[src/rtl/fetch_pkg.sv]
`default_nettype none
// ---------------------------------------------------------------------------
// fetch_pkg : PC width, reset PC and in-flight entry shared across fetch/BHT/EX
// Rev 1.0
// ---------------------------------------------------------------------------
package fetch_pkg;

    localparam int PC_W = 11;
    localparam logic [PC_W-1:0] RESET_PC = '0;

    typedef struct packed {
        logic [PC_W-1:0] pc;
        logic [PC_W-1:0] pred_next;
    } inflight_t;

endpackage
`default_nettype wire

[src/rtl/pc_fetch_if.sv]
`default_nettype none
// ---------------------------------------------------------------------------
// pc_fetch_if : fetch PC, BHT lookup, resolve and BHT update signal bundle
// Rev 1.0
// ---------------------------------------------------------------------------
interface pc_fetch_if;
    import fetch_pkg::*;

    logic            stall;
    logic [PC_W-1:0] pc_fetch;
    logic            fetch_valid;
    logic            bht_hit;
    logic [PC_W-1:0] bht_target;
    logic            resolve_valid;
    logic            resolve_taken;
    logic [PC_W-1:0] resolve_target;
    logic            flush;
    logic            upd_valid;
    logic [PC_W-1:0] pc_fetch_update;
    logic [PC_W-1:0] pc_target_update;

    modport master (
        input  stall, bht_hit, bht_target,
        input  resolve_valid, resolve_taken, resolve_target,
        output pc_fetch, fetch_valid, flush,
        output upd_valid, pc_fetch_update, pc_target_update
    );

    modport slave (
        output stall, bht_hit, bht_target,
        output resolve_valid, resolve_taken, resolve_target,
        input  pc_fetch, fetch_valid, flush,
        input  upd_valid, pc_fetch_update, pc_target_update
    );

endinterface
`default_nettype wire

[src/rtl/pc_fetch_unit_inflight_fifo.sv]
`default_nettype none
// ---------------------------------------------------------------------------
// inflight_fifo : synchronous FIFO with clear; clear wins over a same-cycle push
// Rev 1.0
// ---------------------------------------------------------------------------
module inflight_fifo #(
    parameter int WIDTH = 22,
    parameter int DEPTH = 4
) (
    input  wire logic             clk,
    input  wire logic             rst_n,
    input  wire logic             i_clr,
    input  wire logic             i_push,
    input  wire logic [WIDTH-1:0] i_data,
    input  wire logic             i_pop,
    output logic      [WIDTH-1:0] o_data,
    output logic                  o_full,
    output logic                  o_empty
);

    localparam int                 c_PTR_W = $clog2(DEPTH);
    localparam logic [c_PTR_W:0]   c_FULL  = (c_PTR_W+1)'(DEPTH);
    localparam logic [c_PTR_W:0]   c_ONE   = (c_PTR_W+1)'(1);

    logic [WIDTH-1:0]   r_mem [DEPTH];
    logic [c_PTR_W-1:0] r_wr_ptr;
    logic [c_PTR_W-1:0] r_rd_ptr;
    logic [c_PTR_W:0]   r_count;
    logic               w_push;
    logic               w_pop;

    assign o_full  = (r_count == c_FULL);
    assign o_empty = (r_count == '0);
    assign w_push  = i_push && !o_full;
    assign w_pop   = i_pop && !o_empty;
    assign o_data  = r_mem[r_rd_ptr];

    always_ff @(posedge clk or negedge rst_n) begin
        if (!rst_n) begin
            r_wr_ptr <= '0;
            r_rd_ptr <= '0;
            r_count  <= '0;
        end else if (i_clr) begin
            r_wr_ptr <= '0;
            r_rd_ptr <= '0;
            r_count  <= '0;
        end else begin
            if (w_push) r_wr_ptr <= r_wr_ptr + 1'b1;
            if (w_pop)  r_rd_ptr <= r_rd_ptr + 1'b1;
            case ({w_push, w_pop})
                2'b10:   r_count <= r_count + c_ONE;
                2'b01:   r_count <= r_count - c_ONE;
                default: r_count <= r_count;
            endcase
        end
    end

    // Storage carries no reset; validity is tracked solely by r_count.
    always_ff @(posedge clk) begin
        if (w_push && !i_clr) r_mem[r_wr_ptr] <= i_data;
    end

endmodule
`default_nettype wire

[src/rtl/pc_fetch_unit.sv]
`default_nettype none
// ---------------------------------------------------------------------------
// pc_fetch_unit : fetch PC generator with prediction, in-flight tracking,
//                 mispredict redirect/flush and BHT/BTB update generation
// Rev 1.0
// ---------------------------------------------------------------------------
module pc_fetch_unit
    import fetch_pkg::*;
#(
    parameter int              DEPTH    = 4,
    parameter logic [PC_W-1:0] RESET_PC = fetch_pkg::RESET_PC
) (
    input wire logic   clk,
    input wire logic   rst_n,
    pc_fetch_if.master bus
);

    logic [PC_W-1:0] r_pc;
    logic            r_flush;
    logic            r_upd_valid;
    logic [PC_W-1:0] r_upd_pc;
    logic [PC_W-1:0] r_upd_tgt;

    logic [PC_W-1:0] w_pred_next;
    logic            w_fetch_valid;
    logic            w_full;
    logic            w_empty;
    inflight_t       w_push_data;
    inflight_t       w_head;
    logic            w_resolve;
    logic [PC_W-1:0] w_head_inc;
    logic [PC_W-1:0] w_act;
    logic            w_mispredict;
    logic            w_upd;

    assign w_pred_next   = bus.bht_hit ? bus.bht_target : r_pc + 1'b1;
    assign w_fetch_valid = !bus.stall && !w_full && !r_flush;
    assign w_push_data   = '{pc: r_pc, pred_next: w_pred_next};

    assign w_resolve    = bus.resolve_valid && !w_empty;
    assign w_head_inc   = w_head.pc + 1'b1;
    assign w_act        = bus.resolve_taken ? bus.resolve_target : w_head_inc;
    assign w_mispredict = w_resolve && (w_act != w_head.pred_next);
    // A correct taken prediction needs no write; a taken branch predicted
    // fall-through (BHT miss) is written even if its target is pc+1.
    assign w_upd        = w_resolve && bus.resolve_taken &&
                          (w_mispredict || (w_head.pred_next == w_head_inc));

    inflight_fifo #(
        .WIDTH ($bits(inflight_t)),
        .DEPTH (DEPTH)
    ) u_inflight_fifo (
        .clk     (clk),
        .rst_n   (rst_n),
        .i_clr   (w_mispredict),
        .i_push  (w_fetch_valid),
        .i_data  (w_push_data),
        .i_pop   (w_resolve),
        .o_data  (w_head),
        .o_full  (w_full),
        .o_empty (w_empty)
    );

    always_ff @(posedge clk or negedge rst_n) begin
        if (!rst_n) begin
            r_pc        <= RESET_PC;
            r_flush     <= 1'b0;
            r_upd_valid <= 1'b0;
            r_upd_pc    <= '0;
            r_upd_tgt   <= '0;
        end else begin
            if (w_mispredict)       r_pc <= w_act;
            else if (w_fetch_valid) r_pc <= w_pred_next;
            r_flush     <= w_mispredict;
            r_upd_valid <= w_upd;
            if (w_upd) begin
                r_upd_pc  <= w_head.pc;
                r_upd_tgt <= bus.resolve_target;
            end
        end
    end

    assign bus.pc_fetch         = r_pc;
    assign bus.fetch_valid      = w_fetch_valid;
    assign bus.flush            = r_flush;
    assign bus.upd_valid        = r_upd_valid;
    assign bus.pc_fetch_update  = r_upd_pc;
    assign bus.pc_target_update = r_upd_tgt;

endmodule
`default_nettype wire

[src/flat_wrapper.sv]
// flat-port wrapper written by rule: the top's interface ports become plain ports
module pc_fetch_unit_flat import fetch_pkg::*;
#(
    parameter int              DEPTH    = 4,
    parameter logic [PC_W-1:0] RESET_PC = fetch_pkg::RESET_PC
)
  (clk, rst_n, bus_stall, bus_bht_hit, bus_bht_target, bus_resolve_valid, bus_resolve_taken, bus_resolve_target, bus_pc_fetch, bus_fetch_valid, bus_flush, bus_upd_valid, bus_pc_fetch_update, bus_pc_target_update);
  pc_fetch_if bus_i ();
  input wire logic clk;
  input wire logic rst_n;
  input wire logic [$bits(bus_i.stall)-1:0] bus_stall;
  input wire logic [$bits(bus_i.bht_hit)-1:0] bus_bht_hit;
  input wire logic [$bits(bus_i.bht_target)-1:0] bus_bht_target;
  input wire logic [$bits(bus_i.resolve_valid)-1:0] bus_resolve_valid;
  input wire logic [$bits(bus_i.resolve_taken)-1:0] bus_resolve_taken;
  input wire logic [$bits(bus_i.resolve_target)-1:0] bus_resolve_target;
  output wire logic [$bits(bus_i.pc_fetch)-1:0] bus_pc_fetch;
  output wire logic [$bits(bus_i.fetch_valid)-1:0] bus_fetch_valid;
  output wire logic [$bits(bus_i.flush)-1:0] bus_flush;
  output wire logic [$bits(bus_i.upd_valid)-1:0] bus_upd_valid;
  output wire logic [$bits(bus_i.pc_fetch_update)-1:0] bus_pc_fetch_update;
  output wire logic [$bits(bus_i.pc_target_update)-1:0] bus_pc_target_update;
  assign bus_i.stall = bus_stall;
  assign bus_i.bht_hit = bus_bht_hit;
  assign bus_i.bht_target = bus_bht_target;
  assign bus_i.resolve_valid = bus_resolve_valid;
  assign bus_i.resolve_taken = bus_resolve_taken;
  assign bus_i.resolve_target = bus_resolve_target;
  assign bus_pc_fetch = bus_i.pc_fetch;
  assign bus_fetch_valid = bus_i.fetch_valid;
  assign bus_flush = bus_i.flush;
  assign bus_upd_valid = bus_i.upd_valid;
  assign bus_pc_fetch_update = bus_i.pc_fetch_update;
  assign bus_pc_target_update = bus_i.pc_target_update;
  pc_fetch_unit #(.DEPTH(DEPTH), .RESET_PC(RESET_PC)) u_core (.clk(clk), .rst_n(rst_n), .bus(bus_i));
endmodule
[config.mk]
export PLATFORM = sky130hd
export DESIGN_NAME = pc_fetch_unit_flat
export DESIGN_NICKNAME = d
export VERILOG_FILES = /design/src/rtl/fetch_pkg.sv /design/src/rtl/pc_fetch_if.sv /design/src/rtl/pc_fetch_unit_inflight_fifo.sv /design/src/rtl/pc_fetch_unit.sv /design/src/flat_wrapper.sv
export SDC_FILE = /design/constraint.sdc
export NUM_CORES = 1
export LEC_CHECK = 0
export ABC_CLOCK_PERIOD_IN_PS = 4000
export CORE_MARGIN = 2
export CORE_UTILIZATION = 30
export CTS_BUF_LIST = sky130_fd_sc_hd__clkbuf_8
export CTS_CLUSTER_SIZE = 12
export DETAILED_ROUTE_END_ITERATION = 12
export PLACE_DENSITY = 0.47
export SKIP_CTS_REPAIR_TIMING = 1
export SYNTH_ARGS = -nofsm -noshare
export SYNTH_HDL_FRONTEND = slang
export SYNTH_SLANG_ARGS = --single-unit
[constraint.sdc]
create_clock -name clk -period 4 [get_ports clk]
set_clock_uncertainty 0.05 [all_clocks]
set_input_delay 0.4 -clock clk [delete_from_list [all_inputs] [get_ports clk]]
set_output_delay 0.4 -clock clk [all_outputs]
set_load 0.02 [all_outputs]
# [Word level (Yosys, flattened, before mapping)]
# Memory sizes are Yosys's and may differ from the RTL's.
# Index checks and enable logic that the tools add are counted.
[word_totals] elab_cells=52 ff_bits=42 mem_bits_rw=88 in_bits=28 mem_count=1 output_inout_bits=36
[op_classes] n_mux=12 n_eq_ne=5 n_addsub=6 reduce_logical=20
[mem_list] name="u_core.u_inflight_fifo.r_mem" words=4 width=22 read_ports=1 rd_clocked_by_memory_dff=0 wr=1 line_no="pc_fetch_unit_inflight_fifo.sv:25" text="logic [WIDTH-1:0] r_mem [DEPTH];"
[ops] cell="$mux 11" count=4
[ops] cell="$add 11x1->11 const B" count=2
[ops] cell="$eq 11x11->1" count=1
[ops] cell="$ne 11x11->1" count=1
[ops] cell="$logic_and 1x1->1" count=9
[ops] cell="$mux 2" count=4
[ops] cell="$pmux 3 s2" count=1
[ops] cell="$reduce_bool 2->1" count=3
[ops] cell="$logic_not 1->1" count=5
[ops] cell="$add 2x1->2 const B" count=2
[ops] cell="$add 3x1->3 const B" count=1
[ops] cell="$eq 3x3->1 const B" count=1
[ops] cell="$logic_not 3->1" count=1
[ops] cell="$mux 3" count=1
[ops] cell="$reduce_bool 3->1" count=1
[ops] cell="$sub 3x1->3 const B" count=1
[ops] cell="$eq 2x1->1 const B" count=1
[ops] cell="$eq 2x2->1 const B" count=1
[ops] cell="$mux 1" count=2
[ops] cell="$logic_or 1x1->1" count=1

# [Logic depth before layout (Yosys ltp)]
# Gate-level depths: netlist (run 1).
# An unclocked memory read counts as a cell.
[depth] ltp_word=9 ltp_mapped=14

# [By module]
# A second synthesis (run 1) with hierarchy kept.
[hier_totals] hier_cells=458 hier_area_um2=6490.0
[by_module_without_submodules] module="inflight_fifo" cells_per_inst=179 n_inst=1 area_each_um2=3723.6 seq_area_each_um2=2817.7
[by_module_without_submodules] module="pc_fetch_unit" cells_per_inst=279 n_inst=1 area_each_um2=2766.4 seq_area_each_um2=875.8

# [Least setup slack after synthesis (run 1)]
# Ideal clock, no wire load.
[synth_timing] kind="register to register" startpoint="register u_core.u_inflight_fifo.r_rd_ptr[0]" endpoint="memory u_core.u_inflight_fifo.r_mem[0][0] (enable)" period_less_slack_ns=3.862 required_ns=3.569 path_stages_with_launch=12 n_path_buf=2 arrival_ns=3.431 path_slack_ns=0.138 path_cell_list="dfrtp_1 -> buf_6 -> mux4_2 -> ha_1 -> xnor2_2 -> xor2_1 -> or3b_1 -> a22oi_2 -> nand4b_4 -> o21ai_2 -> buf_2 -> and3_1"
[synth_between] elab_chain_cells=9
[synth_lines] item="from (decl)" line_no="pc_fetch_unit_inflight_fifo.sv:27" text="logic [c_PTR_W-1:0] r_rd_ptr;"
[synth_lines] item="from (signal assigned)" line_no="pc_fetch_unit_inflight_fifo.sv:49" text="if (w_pop) r_rd_ptr <= r_rd_ptr + 1'b1;"
[synth_lines] item="$mem_v2 4x22"
[synth_lines] item="named net u_core.u_inflight_fifo.o_data[11]" line_no="pc_fetch_unit_inflight_fifo.sv:16" text="output logic [WIDTH-1:0] o_data,"
[synth_lines] item="$add 11x1->11" line_no="pc_fetch_unit.sv:41" text="assign w_head_inc = w_head.pc + 1'b1;"
[synth_lines] item="$mux 11" line_no="pc_fetch_unit.sv:42" text="assign w_act = bus.resolve_taken ? bus.resolve_target : w_head_inc;"
[synth_lines] item="$ne 11x11->1" line_no="pc_fetch_unit.sv:43" text="assign w_mispredict = w_resolve && (w_act != w_head.pred_next);"
[synth_lines] item="$logic_and 1x1->1" line_no="pc_fetch_unit.sv:43"
[synth_lines] item="$logic_not 1->1" line_no="pc_fetch_unit_inflight_fifo.sv:60" text="if (w_push && !i_clr) r_mem[r_wr_ptr] <= i_data;"
[synth_lines] item="$logic_and 1x1->1" line_no="pc_fetch_unit_inflight_fifo.sv:60"
[synth_lines] item="$mux 1" line_no="pc_fetch_unit_inflight_fifo.sv:60"
[synth_lines] item="$mux 1 (not written as such)" line_no="pc_fetch_unit_inflight_fifo.sv:60"
[synth_lines] item="to (decl)" line_no="pc_fetch_unit_inflight_fifo.sv:25"
# The timed path passes the listed nets, and every way through them passes these cells.

# [Worst setup path in the final report (run 1)]
[layout_timing] startpoint="register u_core.u_inflight_fifo.r_rd_ptr[0]" endpoint="memory u_core.u_inflight_fifo.r_mem[2][19] (enable)"
[layout_between] elab_chain_cells=9
[layout_lines] item="$mem_v2 4x22 *"
[layout_lines] item="$add 11x1->11" line_no="pc_fetch_unit.sv:41"
[layout_lines] item="$mux 11" line_no="pc_fetch_unit.sv:42"
[layout_lines] item="$ne 11x11->1 *" line_no="pc_fetch_unit.sv:43"
[layout_lines] item="$logic_and 1x1->1 *" line_no="pc_fetch_unit.sv:43"
[layout_lines] item="$logic_not 1->1 *" line_no="pc_fetch_unit_inflight_fifo.sv:60"
[layout_lines] item="$logic_and 1x1->1 *" line_no="pc_fetch_unit_inflight_fifo.sv:60"
[layout_lines] item="$mux 1 *" line_no="pc_fetch_unit_inflight_fifo.sv:60"
[layout_lines] item="$mux 1 (not written as such) *" line_no="pc_fetch_unit_inflight_fifo.sv:60"
# Mark *: on every way between the ends. The rest lies on a longest branch, timed or not.

==> results.yml, run 1 <==
die:
  row_count: 53
  coreArea_mm2: 0.0210
  pin_count: 64
  dieArea_mm2: 0.0226
  die_w_um: 150
  die_h_um: 150
  start_util_pct: 30.6
synthesis:
  synthAdderAreaFrac_pct: 1.48
  synth_top_family_by_area: "multiplexers"
  synthArstFlopShare_pct: 32.3
  yosys_warnings: 0
  synth_cell_types: 61
  ys_seq_area_share_pct: 57.5
  ys_ff_latch: 130
  synth.net_count: 494
  postSynthCellCount: 459
  synth_common_cells: "edfxtp_1 (88), nand2_1 (48), dfrtp_1 (42)"
  synth-compound-area-share_pct: 6.21
  postSynthAreaPerCell_um2: 14.0
  synthFlopType: "edfxtp_1"
  synthesis.area_mm2: 0.00642
  synth_top_area_share_pct: 41.1
  yosys-top-cells-area: "edfxtp_1 (41%), dfrtp_1 (16%), mux4_2 (7.0%), mux2_4 (4.4%), xnor2_1 (2.9%)"
  synth_edf_count: 88
  synth-xor-area-share_pct: 6.55
  synth_area_leader_cell: "edfxtp_1"
  synthSimpleGateAreaFrac_pct: 9.55
  synthMuxAreaShare_pct: 14.7
  synth.most_common_cell: "edfxtp_1"
clocking:
  clk_pin_slew_ns: 0.08
  cts_tree: "yes"
  cts_buffers: 17
  clkSinkCount: 130
  root_buffer: "clkbuf_8"
  htree_levels: 4
  clk-insertion-delay-late_ns: 0.44
  clock_path_buffers: 2
drt:
  drt_iter0_drc: 272
  routedWlPerCell_um: 19.6
  vias_per_cell: 4.83
  drt_wl_total_um: 16000
  drc: 0
  postRouteAntennaNets: 0
  dr.pass1.iters: 5
  via_count: 3926
flow_run:
  drv_cap: 0
sta:
  max_freq_mhz: 272
  timing.final.hold_violations: 0
  setup_slack_ns: 0.324
  fin_crit_sh_pct: 91.9
  timing.hold.ws_ns: 0.0773
  setup_violations: 0
  finalCriticalPeriod_ns: 3.68
  drv_slew: 0
  relSlewSlack_pct: 33.4
  worst_slew_pin_slew_ns: 0.999
placed_design:
  gp_congestion: 0.831
  dp_slack_ns: 0.283
  dpl_cell_area_mm2: 0.00734
  hpwl_um: 11400
  dp_cells: 780
  portBuffers: 63
setup_path:
  required_ns: 4.09
  worst-setup-path-type: "flop to flop"
  path_max_fanout: 22
  cp.arrival_ns: 3.77
  cp-start-kind: "flop"
  critPathCaptureType: "flop"
  reg2reg_slack_ns: 0.32
power:
  p_leak_nw: 2.81
  power.density_mw_per_mm2: 686
  ir_drop_v: 0.000216
global_route:
  grt_usage_pct: 15.1
  grt_pass1_vias: 3981
  grt_pass1_wl_um: 24900
  antenna_found_initial: 0
  grt.overflow.total: 0
  grt_max_degree: 43
finish:
  final_area_mm2: 0.00775
  diodes: 0
  fillers: 2013
  nets: 560
  drive_gt1_share_pct: 19.0
  stdcell_count: 813
  syn_to_final_growth_pct: 20.7
outcome:
  run_status: "finished, final reports clean"
hold_path:
  hp-class: "primary input to asynchronous set/reset pin"
-- layout make-up --
type                            instances  area (um2)  area share, %
Sequential cell                       130        3690           47.6
Inverter                                7        26.3          0.339
Multi-Input combinational cell        290        2470           31.9
Tap cell                              275         344           4.44
Timing Repair Buffer                   79         808           10.4
Clock buffer                           17         234           3.02
Clock inverter                         15         174           2.24
-- cells in the final DEF, fill, tap and decap left out, drive strengths merged, types with 10 or more instances in the layout --
cell type / synthesis / final
clkdlybuf4s50: 0 / 62
nand2: 48 / 48
xnor2: 22 / 22
mux4: 22 / 22
clkbuf: 6 / 17
nor2: 23 / 23
nand3: 14 / 14
dfrtp: 42 / 42
o21ai: 24 / 24
edfxtp: 88 / 88
inv: 6 / 12
mux2: 23 / 23
buf: 26 / 17
mux2i: 11 / 11
and3: 10 / 10
xor2: 20 / 20
-- state kept, by name (all words and copies together), names as in the netlist --
name                             flops
u_core.u_inflight_fifo.r_rd_ptr      2
u_core.u_inflight_fifo.r_wr_ptr      2
u_core.bus.pc_fetch_update          11
u_core.bus.pc_target_update         11
u_core.bus.upd_valid                 1
u_core.bus.pc_fetch                 11
u_core.bus.flush                     1
u_core.u_inflight_fifo.r_count       3
u_core.u_inflight_fifo.r_mem        88
-- worst max-delay path, cell delays in order, from the launching register on --
cell and delay (ns):
dfrtp_1 0.44, buf_4 0.36, mux4_2 0.65, xor2_1 0.20, xnor2_1 0.13, or3b_1 0.36, a22oi_2 0.20, nand4b_4 0.18
o21ai_2 0.32, and3_1 0.27, buf_12 0.20
-- metal layers --
| layer | share of wire, % | track usage [%] | vias up |
|---|---|---|---|
| met2 | 46 | 22.6 | 107 |
| met3 | 5.8 | 3.70 | 13 |
| li1 | - | - | 1838 |
| met5 | 0 | 0 | - |
| met4 | 1.4 | 4.72 | 0 |
| met1 | 47 | 21.5 | 1968 |
-- report_power, final --
group	leakage, nW	total [mW]	internal (mW)	switching, mW
logic	1.29	1.95	0.933	1.02
clock network	0.205	1.14	0.573	0.569
registers	1.31	2.22	1.89	0.328
total	2.81	5.32	3.40	1.92
-- metrics by stage --
step	total power, mW	TNS, ns	utilization (%)
after global routing	5.64	-0.0570	36.9
final	5.32	0	36.9
after detailed placement	4.23	0	34.9
after CTS	5.38	0	36.8
after global placement	4.21	0	34.9
after floorplan	3.44	0	-
-- cell families after synthesis --
kind of cell,after synthesis
AOI/OAI and AO/OA,60
adders and majority gates,7
muxes,56
xor gates and xnor gates,44
buffers and inverters,39
DFF,130
and+or+nand+nor,123
-- worst paths after layout --
| kind | from | end | cells after the start |
|---|---|---|---|
| setup reg to reg | u_core.u_inflight_fifo.r_rd_ptr[0] | u_core.u_inflight_fifo.r_mem[2][19] | 10 |
| max in group asynchronous | rst_n | u_core.bus.pc_fetch_update[0] | 1 |
| min in group clk | u_core.bus.pc_target_update[8] | u_core.bus.pc_target_update[8] | 1 |
| hold / removal | rst_n | u_core.u_inflight_fifo.r_count[1] | 1 |
| setup / recovery | u_core.u_inflight_fifo.r_rd_ptr[0] | u_core.u_inflight_fifo.r_mem[2][19] | 10 |
| hold reg to reg | u_core.bus.pc_target_update[8] | u_core.bus.pc_target_update[8] | 1 |
(Power assumes the default switching activity.)
==> run 2: changes to the inputs <==
Settings changed: CORE_MARGIN 2 to 5, CTS_CLUSTER_DIAMETER from default to 60, GPL_ROUTABILITY_DRIVEN from default to 0.
==> run 2 against run 1 <==
Effect of this change: cell area down 0.15%; combinational power about the same; register-to-register slack worse by 0.08 ns; critical endpoint is now u_core.u_inflight_fifo.r_mem[0][12].
==> results.yml, run 2 (synthesized netlist as in run 1, its figures left out) <==
outcome:
  run_status: "finished, final reports clean"
placed_design:
  dp_cells: 784
  portBuffers: 63
  dpl_cell_area_mm2: 0.00737
  hpwl_um: 12000
power:
  power.switching_mw: 1.90
  power.density_mw_per_mm2: 682
  ir_drop_v: 0.000182
  intPower_mw: 3.38
  p_leak_nw: 2.81
  seq_power_share_pct: 42.1
  clkPwrFrac_pct: 20.4
  pwr-share-comb_pct: 37.6
  swShare_pct: 36.0
finish:
  final_common_cell: "edfxtp_1"
  drive_gt1_share_pct: 18.5
  final_core_util_pct: 36.8
  fillers: 2016
  final_area_mm2: 0.00774
  nets: 563
  layout_common_cells: "edfxtp_1 (88), clkdlybuf4s50_1 (62), nand2_1 (48)"
  diodes: 0
  regMostFlops: "u_core.u_inflight_fifo.r_mem"
  syn_to_final_growth_pct: 20.6
  stdcell_count: 815
  largest_register_ff_count: 88
sta:
  timing.final.hold_violations: 0
  fin_crit_sh_pct: 93.8
  worst_slew_pin_slew_ns: 1.02
  setup_violations: 0
  timing.hold.ws_ns: 0.0869
  finalCriticalPeriod_ns: 3.75
  max_freq_mhz: 267
  grt_setup_unrepaired: "no"
  relSlewSlack_pct: 32.3
  drv_slew: 0
  finalSetupTns_ns: 0
drt:
  vias_per_cell: 4.87
  drt_wl_total_um: 16500
  dr.pass1.iters: 4
  drc: 0
  postRouteAntennaNets: 0
  drt_iter0_drc: 323
  routedWlPerCell_um: 20.3
  via_count: 3973
hold_path:
  hp-class: "primary input to asynchronous set/reset pin"
global_route:
  grt.overflow.total: 0
  grt_max_degree: 43
  antenna_found_initial: 0
  grt_pass1_wl_um: 25500
  grt_usage_pct: 14.0
  grt_pass1_vias: 4097
clocking:
  clk-insertion-delay-late_ns: 0.44
  htree_levels: 4
  cts_tree: "yes"
  cts_buffers: 17
  clk_pin_slew_ns: 0.08
  clkSinkCount: 130
  root_buffer: "clkbuf_8"
  clock_path_buffers: 2
setup_path:
  r2r_cells: 10
  r2r_end: "u_core.u_inflight_fifo.r_mem[0][12]"
  cp_top_family: "simple AND/OR/NAND/NOR gates"
  path_max_fanout: 21
  rr_startpoint: "u_core.u_inflight_fifo.r_rd_ptr[0]"
  path_cells: "buf_4 -> mux4_2 -> xor2_1 -> xnor2_1 -> or3b_1 -> a22oi_2 -> nand4b_4 -> o21ai_2 -> and3_1 -> buf_12"
  reg2reg_slack_ns: 0.25
  cp.arrival_ns: 3.85
  worst-setup-path-type: "flop to flop"
  slowest_stage: "mux4_2"
  required_ns: 4.10
  crit_buf_inv: 2
  critPathCaptureType: "flop"
  cp-start-kind: "flop"
  cpPeakStageDelay_ns: 0.63
die:
  dieArea_mm2: 0.0244
  row_count: 53
  coreArea_mm2: 0.0210
  start_util_pct: 30.6
  die_h_um: 156
  die_w_um: 156
  pin_count: 64
flow_run:
  drv_cap: 0
## run 2: cell types whose count changed in the layout (fill, tap and decap cells not counted)
cell and delta:
buf_4 +3, nor2_1 +1, clkinv_4 -1, clkinvlp_4 +2
inv_6 -3, nor2_2 -1, clkinv_1 +1, inv_1 +2
inv_8 -2
## run 2: how the worst max path moves through the flow
stage	from	to	cells past startpoint	slack [ns]
global route	u_core.u_inflight_fifo.r_rd_ptr[0]	u_core.u_inflight_fifo.r_mem[0][12]	10	0.004
CTS	u_core.u_inflight_fifo.r_rd_ptr[0]	u_core.u_inflight_fifo.r_mem[0][12]	10	0.18
detailed placement	u_core.u_inflight_fifo.r_rd_ptr[0]	u_core.u_inflight_fifo.r_mem[0][1]	10	0.21
floorplan	u_core.u_inflight_fifo.r_rd_ptr[0]	u_core.u_inflight_fifo.r_mem[0][0]	11	0.14
global placement	u_core.u_inflight_fifo.r_rd_ptr[0]	u_core.u_inflight_fifo.r_mem[0][1]	10	0.30
finish	u_core.u_inflight_fifo.r_rd_ptr[0]	u_core.u_inflight_fifo.r_mem[0][12]	10	0.25
## run 2: layout make-up
class	count	area [um2]	area share [%]
Inverter	7	26.3	0.339
Timing Repair Buffer	82	831	10.7
Sequential cell	130	3690	47.7
Clock buffer	17	234	3.02
Clock inverter	14	143	1.84
Tap cell	275	344	4.44
Multi-Input combinational cell	290	2470	31.9
## run 2: per-stage QoR
stage	power [mW]	worst slack, ns
global placement	4.24	0.295
detailed placement	4.27	0.210
floorplan	3.44	0.138
finish	5.28	0.248
CTS	5.35	0.179
global route	5.58	0.00355
## run 2: power groups by stage
stage / registers [mW] / logic [mW] / clock network (mW)
2_1_floorplan: 2.26 / 1.19 / 0
3_3_place_gp: 2.25 / 2.00 / 0
3_5_place_dp: 2.26 / 2.01 / 0
4_1_cts: 2.23 / 2.02 / 1.11
5_1_grt: 2.27 / 2.15 / 1.16
6_report: 2.22 / 1.98 / 1.08
## run 2: routing by layer
metal	global-route usage [%]	vias to the layer above	wire length (um)
met5	0	-	0
met4	5.25	0	357
met3	2.88	21	689
met2	21.4	97	7660
met1	19.8	2009	7800
li1	-	1846	-
==> run 3: changes to the inputs <==
Settings changed: CAP_MARGIN from default to 20.
==> run 3 against run 2 <==
Effect of this change: cell area grew 0.39%; power barely moved; largest power group unchanged; register-to-register slack is essentially flat; critical path type unchanged; cell count increased by 0.25%; sequential share of layout area shrank 0.18 points; global-route usage did not move; clock power is essentially flat; worst hold slack improved by 0.31 ns.
==> results.yml, run 3 (synthesized netlist as in run 1, its figures left out) <==
outcome:
  run_status: "finished, final reports clean"
power:
  power.density_mw_per_mm2: 679
  power.switching_mw: 1.90
  pwr-share-comb_pct: 37.6
  seq_power_share_pct: 42.0
  clkPwrFrac_pct: 20.4
  intPower_mw: 3.38
  p_leak_nw: 2.82
  swShare_pct: 35.9
  ir_drop_v: 0.000182
clocking:
  clk_pin_slew_ns: 0.08
  cts_tree: "yes"
  clkSinkCount: 130
  htree_levels: 4
  clock_path_buffers: 2
  clk-insertion-delay-late_ns: 0.44
  cts_buffers: 17
  root_buffer: "clkbuf_8"
sta:
  max_freq_mhz: 267
  finalCriticalPeriod_ns: 3.75
  grt_setup_unrepaired: "no"
  drv_slew: 0
  relSlewSlack_pct: 50.5
  setup_slack_ns: 0.249
  fin_crit_sh_pct: 93.8
  finalSetupTns_ns: 0
  timing.final.hold_violations: 0
  worst_slew_pin_slew_ns: 0.735
  setup_violations: 0
finish:
  final_common_cell: "edfxtp_1"
  final_core_util_pct: 37.0
  regMostFlops: "u_core.u_inflight_fifo.r_mem"
  nets: 565
  layout_common_cells: "edfxtp_1 (88), clkdlybuf4s50_1 (62), nand2_1 (48)"
  drive_gt1_share_pct: 18.6
  diodes: 0
  syn_to_final_growth_pct: 21.0
  largest_register_ff_count: 88
drt:
  highest_layer: "met4"
  drt_iter0_drc: 269
  dr.pass1.iters: 5
  drc: 0
  wl_met2_um: 7640
  drt_wl_total_um: 16500
  via_count: 3986
  postRouteAntennaNets: 0
  vias_per_cell: 4.88
  routedWlPerCell_um: 20.2
  wl_met3_um: 1020
  wl_met1_um: 7470
setup_path:
  required_ns: 4.10
  cp.arrival_ns: 3.85
  worst-setup-path-type: "flop to flop"
  path_max_fanout: 21
  critPathCaptureType: "flop"
  cp-start-kind: "flop"
die:
  coreArea_mm2: 0.0210
  die_h_um: 156
  pin_count: 64
  die_w_um: 156
  dieArea_mm2: 0.0244
  start_util_pct: 30.6
  row_count: 53
placed_design:
  dp_slack_ns: 0.210
  portBuffers: 63
  hpwl_um: 12000
global_route:
  grt_pass1_wl_um: 25500
  grt_pass1_vias: 4097
  antenna_found_initial: 0
  grt_max_degree: 43
  grt.overflow.total: 0
  grt_usage_pct: 14.0
hold_path:
  hp-class: "primary input to asynchronous set/reset pin"
flow_run:
  drv_cap: 0
## run 3: cell types whose count changed in the layout (fill, tap and decap cells not counted)
| cell | delta |
|---|---|
| dlygate4sd3_1 | +1 |
| buf_12 | +1 |
## run 3: final timing paths
check,endpoint,from,slack (ns),depth (start not counted)
worst min register to register,u_core.bus.pc_target_update[6],u_core.bus.pc_target_update[6],0.46,1
max in group asynchronous,u_core.bus.pc_fetch_update[9],rst_n,2.99,3
min in group clk,u_core.bus.pc_target_update[6],u_core.bus.pc_target_update[6],0.46,1
worst min-delay path,u_core.bus.upd_valid,rst_n,0.40,2
worst max register to register,u_core.u_inflight_fifo.r_mem[0][11],u_core.u_inflight_fifo.r_rd_ptr[0],0.25,10
worst max-delay path,u_core.u_inflight_fifo.r_mem[0][11],u_core.u_inflight_fifo.r_rd_ptr[0],0.25,10
## run 3: cell type report
| class | instances | area (um2) |
|---|---|---|
| fillers | 2015 | 13200 |
| flip-flops and latches | 130 | 3690 |
| multi-input cells | 290 | 2470 |
| repair buffers | 84 | 861 |
| well taps | 275 | 344 |
| clock buffers | 17 | 234 |
| clock inverters | 14 | 143 |
| inverters | 7 | 26.3 |
## run 3: routing by layer
metal,global-route usage (%),vias up
li1,-,1845
met1,19.8,2004
met2,21.4,116
met3,2.88,21
met4,5.25,0
met5,0,-
## run 3: critical path, stage by stage, from the launching register on
cell and delay [ns]:
dfrtp_1 0.44, buf_4 0.32, mux4_2 0.63, xor2_1 0.20
xnor2_1 0.14, or3b_1 0.37, a22oi_2 0.21, nand4b_4 0.17
o21ai_2 0.40, and3_1 0.31, buf_12 0.20
## run 3: power by group through the flow
| stage | combinational, mW | clock (mW) | sequential (mW) |
|---|---|---|---|
| floorplan | 1.19 | 0 | 2.26 |
| global placement | 2.00 | 0 | 2.25 |
| global route | 2.15 | 1.16 | 2.27 |
| detailed placement | 2.01 | 0 | 2.26 |
| finish | 1.98 | 1.08 | 2.22 |
| CTS | 2.02 | 1.11 | 2.23 |
## run 3: per-stage QoR
step | power, mW | instance area (um2) | hold slack, ns | std cells
finish | 5.28 | 7770 | 0.398 | 817
global route | 5.58 | 7770 | 0.410 | 817
CTS | 5.35 | 7740 | 0.103 | 815
detailed placement | 4.27 | 7370 | 0.445 | 784
global placement | 4.24 | 7370 | 0.443 | 784
floorplan | 3.44 | 6420 | 0.0544 | 459
==> RTL edit 1 (config.mk and constraints of run 1) <==
`DEPTH` is set to 4 in 3 places; all go to 8.
--- a/src/rtl/pc_fetch_unit_inflight_fifo.sv
+++ b/src/rtl/pc_fetch_unit_inflight_fifo.sv
@@ -5,7 +5,7 @@
 // ---------------------------------------------------------------------------
 module inflight_fifo #(
     parameter int WIDTH = 22,
-    parameter int DEPTH = 4
+    parameter int DEPTH = 8
 ) (
     input  wire logic             clk,
     input  wire logic             rst_n,
--- a/src/rtl/pc_fetch_unit.sv
+++ b/src/rtl/pc_fetch_unit.sv
@@ -7,7 +7,7 @@
 module pc_fetch_unit
     import fetch_pkg::*;
 #(
-    parameter int              DEPTH    = 4,
+    parameter int              DEPTH    = 8,
     parameter logic [PC_W-1:0] RESET_PC = fetch_pkg::RESET_PC
 ) (
     input wire logic   clk,
--- a/src/flat_wrapper.sv
+++ b/src/flat_wrapper.sv
@@ -1,7 +1,7 @@
 // flat-port wrapper written by rule: the top's interface ports become plain ports
 module pc_fetch_unit_flat import fetch_pkg::*;
 #(
-    parameter int              DEPTH    = 4,
+    parameter int              DEPTH    = 8,
     parameter logic [PC_W-1:0] RESET_PC = fetch_pkg::RESET_PC
 )
   (clk, rst_n, bus_stall, bus_bht_hit, bus_bht_target, bus_resolve_valid, bus_resolve_taken, bus_resolve_target, bus_pc_fetch, bus_fetch_valid, bus_flush, bus_upd_valid, bus_pc_fetch_update, bus_pc_target_update);
Behaviour: not the same (Yosys sat finds a counterexample within 10 cycles, from zero or initial values and one cycle with rst_n low).
==> RTL edit 1 against run 1 <==
The run now ends with setup timing left. Via count rose by 62%. Maximum frequency fell by 8.9%. Total power rose by 54%. Wire length rose by 87%. Sequential share of layout area fell by 0.94 points. Sequential power rose by 57%. Synthesized area rose by 58%. Synthesized cell count rose by 40%. Combinational power rose by 44%. Cell area rose by 77%. Critical endpoint is now u_core.u_inflight_fifo.r_mem[7][17]. Largest power group unchanged. Worst setup slack got worse by 0.36 ns. Sequential cell count rose by 91. Clock power rose by 64%.
==> RTL edit 1: results <==
{
  "grt_pass1_vias": 6574,
  "seq_area_frac_synth_pct": 63.27,
  "finalWorstSetupSlack_ns": -0.03670,
  "drive_gt1_share_pct": 35.78,
  "failed_checks": "setup timing",
  "synthTopCellsByArea": "edfxtp_1 (52%), dfrtp_1 (11%), mux4_2 (9.3%)",
  "grt_pass1_wl_mm": 41.59,
  "slew_headroom_pct": 20.54,
  "critPathMaxStageDelay_ns": 0.55,
  "syn_inst": 641,
  "synth_edf_count": 176,
  "cp_top_family": "simple AND/OR/NAND/NOR gates",
  "cp-end-kind": "flip-flop",
  "htreeDepth": 2,
  "cts.clk_slew.worst_paths_ns": 0.06,
  "synth_warnings": 0,
  "async_reset_ff_share_pct": 20.36,
  "ir_drop_v": 0.0002161,
  "diodes": 0,
  "port_buffers": 63,
  "drt-pass1-iter-count": 4,
  "synth_cell_types": 58,
  "arrival_ns": 4.24,
  "viasPerCell": 4.817,
  "dpl.hpwl_mm": 18.57,
  "grt_usage_pct": 15.92,
  "fin_nets": 881,
  "dp_cells": 1210,
  "cp_max_fo": 11,
  "fin_cells": 1320,
  "antenna_found_initial": 0,
  "syn_nets": 676,
  "drtIter0Drc": 365,
  "numCtsBuffers": 38,
  "cts_max_path_buffers": 3,
  "gp_congestion": 0.8117,
  "clk_latency_ns": 0.54,
  "grt_max_degree": 30,
  "slowest_stage": "dfrtp_2",
  "synth_top_cell_by_area": "edfxtp_1",
  "wl_per_cell_um": 22.63,
  "rr_endpoint": "u_core.u_inflight_fifo.r_mem[7][17]",
  "largest_reg_flops": 176,
  "largest-register": "u_core.u_inflight_fifo.r_mem",
  "setup_violations": 43,
  "synth_common_cells": "edfxtp_1 (176), mux2i_1 (53), dfrtp_1 (45)",
  "tns_ns": -0.8152,
  "p_leak_nw": 4.866,
  "status": "finished, violations left"
}
RTL edit 1: cell count changes after synthesis, moves of 7 or more:
cell,delta
mux2_4,-19
mux2_1,+14
mux2i_1,+42
edfxtp_1,+88
mux2_2,+10
mux4_2,+22
buf_6,+7
nand3_1,+10
nor2_1,-7
RTL edit 1: cell type report:
class / instances / area [um2]
Clock buffer: 38 / 523.0
Clock inverter: 28 / 156.4
Fill cell: 3097 / 19630
Inverter: 11 / 41.29
Multi-Input combinational cell: 366 / 3827
Sequential cell: 221 / 6415
Tap cell: 448 / 560.5
Timing Repair Buffer: 208 / 2213
RTL edit 1: stage by stage:
stage          utilization, %  cell area [um2]  hold slack [ns]  worst slack (ns)
2_1_floorplan               -            10340          0.05441           -0.3154
3_3_place_gp            36.39            12140           0.4160           -0.2797
3_5_place_dp            36.39            12140           0.4241           -0.2855
4_1_cts                 38.43            12820          -0.1494           -0.3164
5_1_grt                 41.17            13740           0.4421           -0.2099
6_report                41.17            13740           0.3974          -0.03670
RTL edit 1: cell families after synthesis:
logic type,after synthesis,share of synthesized area [%]
compound gates,49,3.149
xor+xnor,42,3.705
fa+ha+maj,7,0.9385
buf+inv,54,3.285
flops,221,63.27
mux,127,18.23
simple gates,141,7.422
RTL edit 1: routing by layer:
| metal | vias up | routed length, um | global-route usage [%] |
|---|---|---|---|
| li1 | 2871 | - | - |
| met1 | 3258 | 12830 | 20.83 |
| met2 | 179 | 14820 | 27.15 |
| met3 | 51 | 1418 | 3.051 |
| met4 | 0 | 797 | 4.149 |
| met5 | - | 0 | 0 |
RTL edit 1: worst min path at each step:
| stage | cells past startpoint | to | startpoint |
|---|---|---|---|
| finish | 2 | u_core.bus.upd_valid | rst_n |
| global route | 2 | u_core.bus.pc_fetch_update[7] | rst_n |
| CTS | 1 | u_core.bus.upd_valid | rst_n |
| detailed placement | 1 | u_core.bus.pc_target_update[7] | u_core.bus.pc_target_update[7] |
| global placement | 1 | u_core.bus.pc_target_update[5] | u_core.bus.pc_target_update[5] |
| floorplan | 0 | u_core.bus.flush | rst_n |
RTL edit 1: power by group:
| group | total, mW | switching (mW) | leakage [nW] | internal (mW) |
|---|---|---|---|---|
| Clock | 1.87 | 0.917 | 0.392 | 0.955 |
| Sequential | 3.48 | 0.404 | 2.14 | 3.07 |
| Combinational | 2.81 | 1.43 | 2.33 | 1.38 |
| Total | 8.16 | 2.75 | 4.87 | 5.41 |
==> RTL edit 2 (settings of run 1) <==
Without the edit above. Reset style: synchronous (`rst_n`), changed in 2 clocked blocks.
--- a/src/rtl/pc_fetch_unit_inflight_fifo.sv
+++ b/src/rtl/pc_fetch_unit_inflight_fifo.sv
@@ -35,7 +35,7 @@
     assign w_pop   = i_pop && !o_empty;
     assign o_data  = r_mem[r_rd_ptr];
 
-    always_ff @(posedge clk or negedge rst_n) begin
+    always_ff @(posedge clk) begin
         if (!rst_n) begin
             r_wr_ptr <= '0;
             r_rd_ptr <= '0;
--- a/src/rtl/pc_fetch_unit.sv
+++ b/src/rtl/pc_fetch_unit.sv
@@ -61,7 +61,7 @@
         .o_empty (w_empty)
     );
 
-    always_ff @(posedge clk or negedge rst_n) begin
+    always_ff @(posedge clk) begin
         if (!rst_n) begin
             r_pc        <= RESET_PC;
             r_flush     <= 1'b0;
Behaviour: differs if rst_n is asserted again (counterexample within 4 cycles, from zero or initial values and one cycle with rst_n low); with rst_n held inactive, the same outputs for 4 cycles.
==> RTL edit 2 against run 1 <==
Synthesized area increased by 1.9%. First-iteration DRC count increased by 32%. Cell count increased by 13%. Total power decreased by 5.1%. Utilization increased by 0.76 points. Wire length increased by 12%. Worst setup slack got worse by 0.078 ns. Sequential cell count increased by 2. Cell area increased by 5.0%. Critical path depth unchanged. Critical path type unchanged. Critical endpoint is now u_core.u_inflight_fifo.r_mem[3][17]. Largest cell class unchanged. Largest power group unchanged. Highest routed layer unchanged.
==> RTL edit 2: results <==
{
  "status": "finished, final reports clean",
  "syn_nets": 566,
  "grt_pass1_wl_mm": 27.09,
  "slowest_stage": "or4_4",
  "reg2reg_depth": 10,
  "arrival_ns": 3.86,
  "drive_gt1_share_pct": 18.00,
  "viasPerCell": 4.991,
  "final-seq-area_mm2": 0.003525,
  "dp_cells": 887,
  "wl_per_cell_um": 19.48,
  "clock_area_share_pct": 4.965,
  "synth_cell_types": 56,
  "largest-register": "u_core.u_inflight_fifo.r_mem",
  "core-area_mm2": 0.02162,
  "synth_xor_xnor_area_share_pct": 6.330,
  "synthTopCellsByArea": "edfxtp_1 (40%), dfxtp_1 (13%), mux2i_1 (6.4%)",
  "synthMuxAreaShare_pct": 15.03,
  "diodes": 0,
  "synth-adder-area-share_pct": 1.645,
  "finalWorstSetupSlack_ns": 0.2458,
  "endpoint": "u_core.u_inflight_fifo.r_mem[3][17]",
  "async_reset_ff_share_pct": 0,
  "multi_input_area_share_pct": 33.31,
  "pre_cts_slack_ns": 0.03854,
  "grt_max_degree": 51,
  "synth_compound_area_share_pct": 6.999,
  "n_fill_cell": 2108,
  "rr_endpoint": "u_core.u_inflight_fifo.r_mem[3][17]",
  "ir_drop_v": 0.0002172,
  "n_all_buffers": 119,
  "gp_congestion": 0.8864,
  "fin_nets": 662,
  "synth.ff_latch_count": 132,
  "wirelength_mm": 17.91,
  "synth_common_cells": "edfxtp_1 (88), nand2_1 (77), dfxtp_1 (44)",
  "cp_top_family": "compound AO/OA/AOI/OAI gates",
  "drtIter0Drc": 358,
  "grt_pass1_vias": 4575,
  "multi_input_cells": 343,
  "hold_slack_ns": 0.3299,
  "powerDensity_mw_per_mm2": 619.7,
  "drt-pass1-iter-count": 4,
  "syn_avg_cell_area_um2": 12.34,
  "num-nonclk-inverters": 13,
  "nonClkBufAreaFrac_pct": 13.51,
  "dpl.hpwl_mm": 13.23,
  "root_buffer": "clkbuf_8",
  "hold_path.class": "in -> reg",
  "place_area_mm2": 0.007722,
  "critPathMaxStageDelay_ns": 0.59,
  "seq_area_frac_synth_pct": 53.85,
  "slew_headroom_pct": 36.26,
  "p_leak_nw": 2.988,
  "grt_usage_pct": 16.21
}
RTL edit 2: worst min-delay path, delay by kind of cell:
| family | cells | cell delay, ns |
|---|---|---|
| AO/OA/AOI/OAI | 1 | 0.07 |
| buffers and inverters | 2 | 0.31 |
RTL edit 2: report_power, final:
| part | total, mW | internal [mW] | switching (mW) |
|---|---|---|---|
| clock network | 1.16 | 0.572 | 0.590 |
| logic | 1.92 | 0.845 | 1.07 |
| registers | 1.97 | 1.79 | 0.176 |
RTL edit 2: routing by layer:
layer / global-route usage [%] / part of all wire (%) / vias to the layer above
met2: 25.14 / 45 / 134
met5: 0 / 0 / -
met1: 22.72 / 49 / 2285
li1: - / - / 2151
met3: 3.743 / 5.2 / 17
met4: 4.676 / 1.4 / 0
RTL edit 2: kinds of logic (layout without fill, tap and decap cells):
kind of cell	after synthesis	after routing
AO/OA/AOI/OAI	67	67
AND/OR/NAND/NOR	156	156
XOR/XNOR	44	44
multiplexers	68	68
adder cells (fa/ha/maj)	8	8
buffers and inverters	55	164
flip-flops	132	132
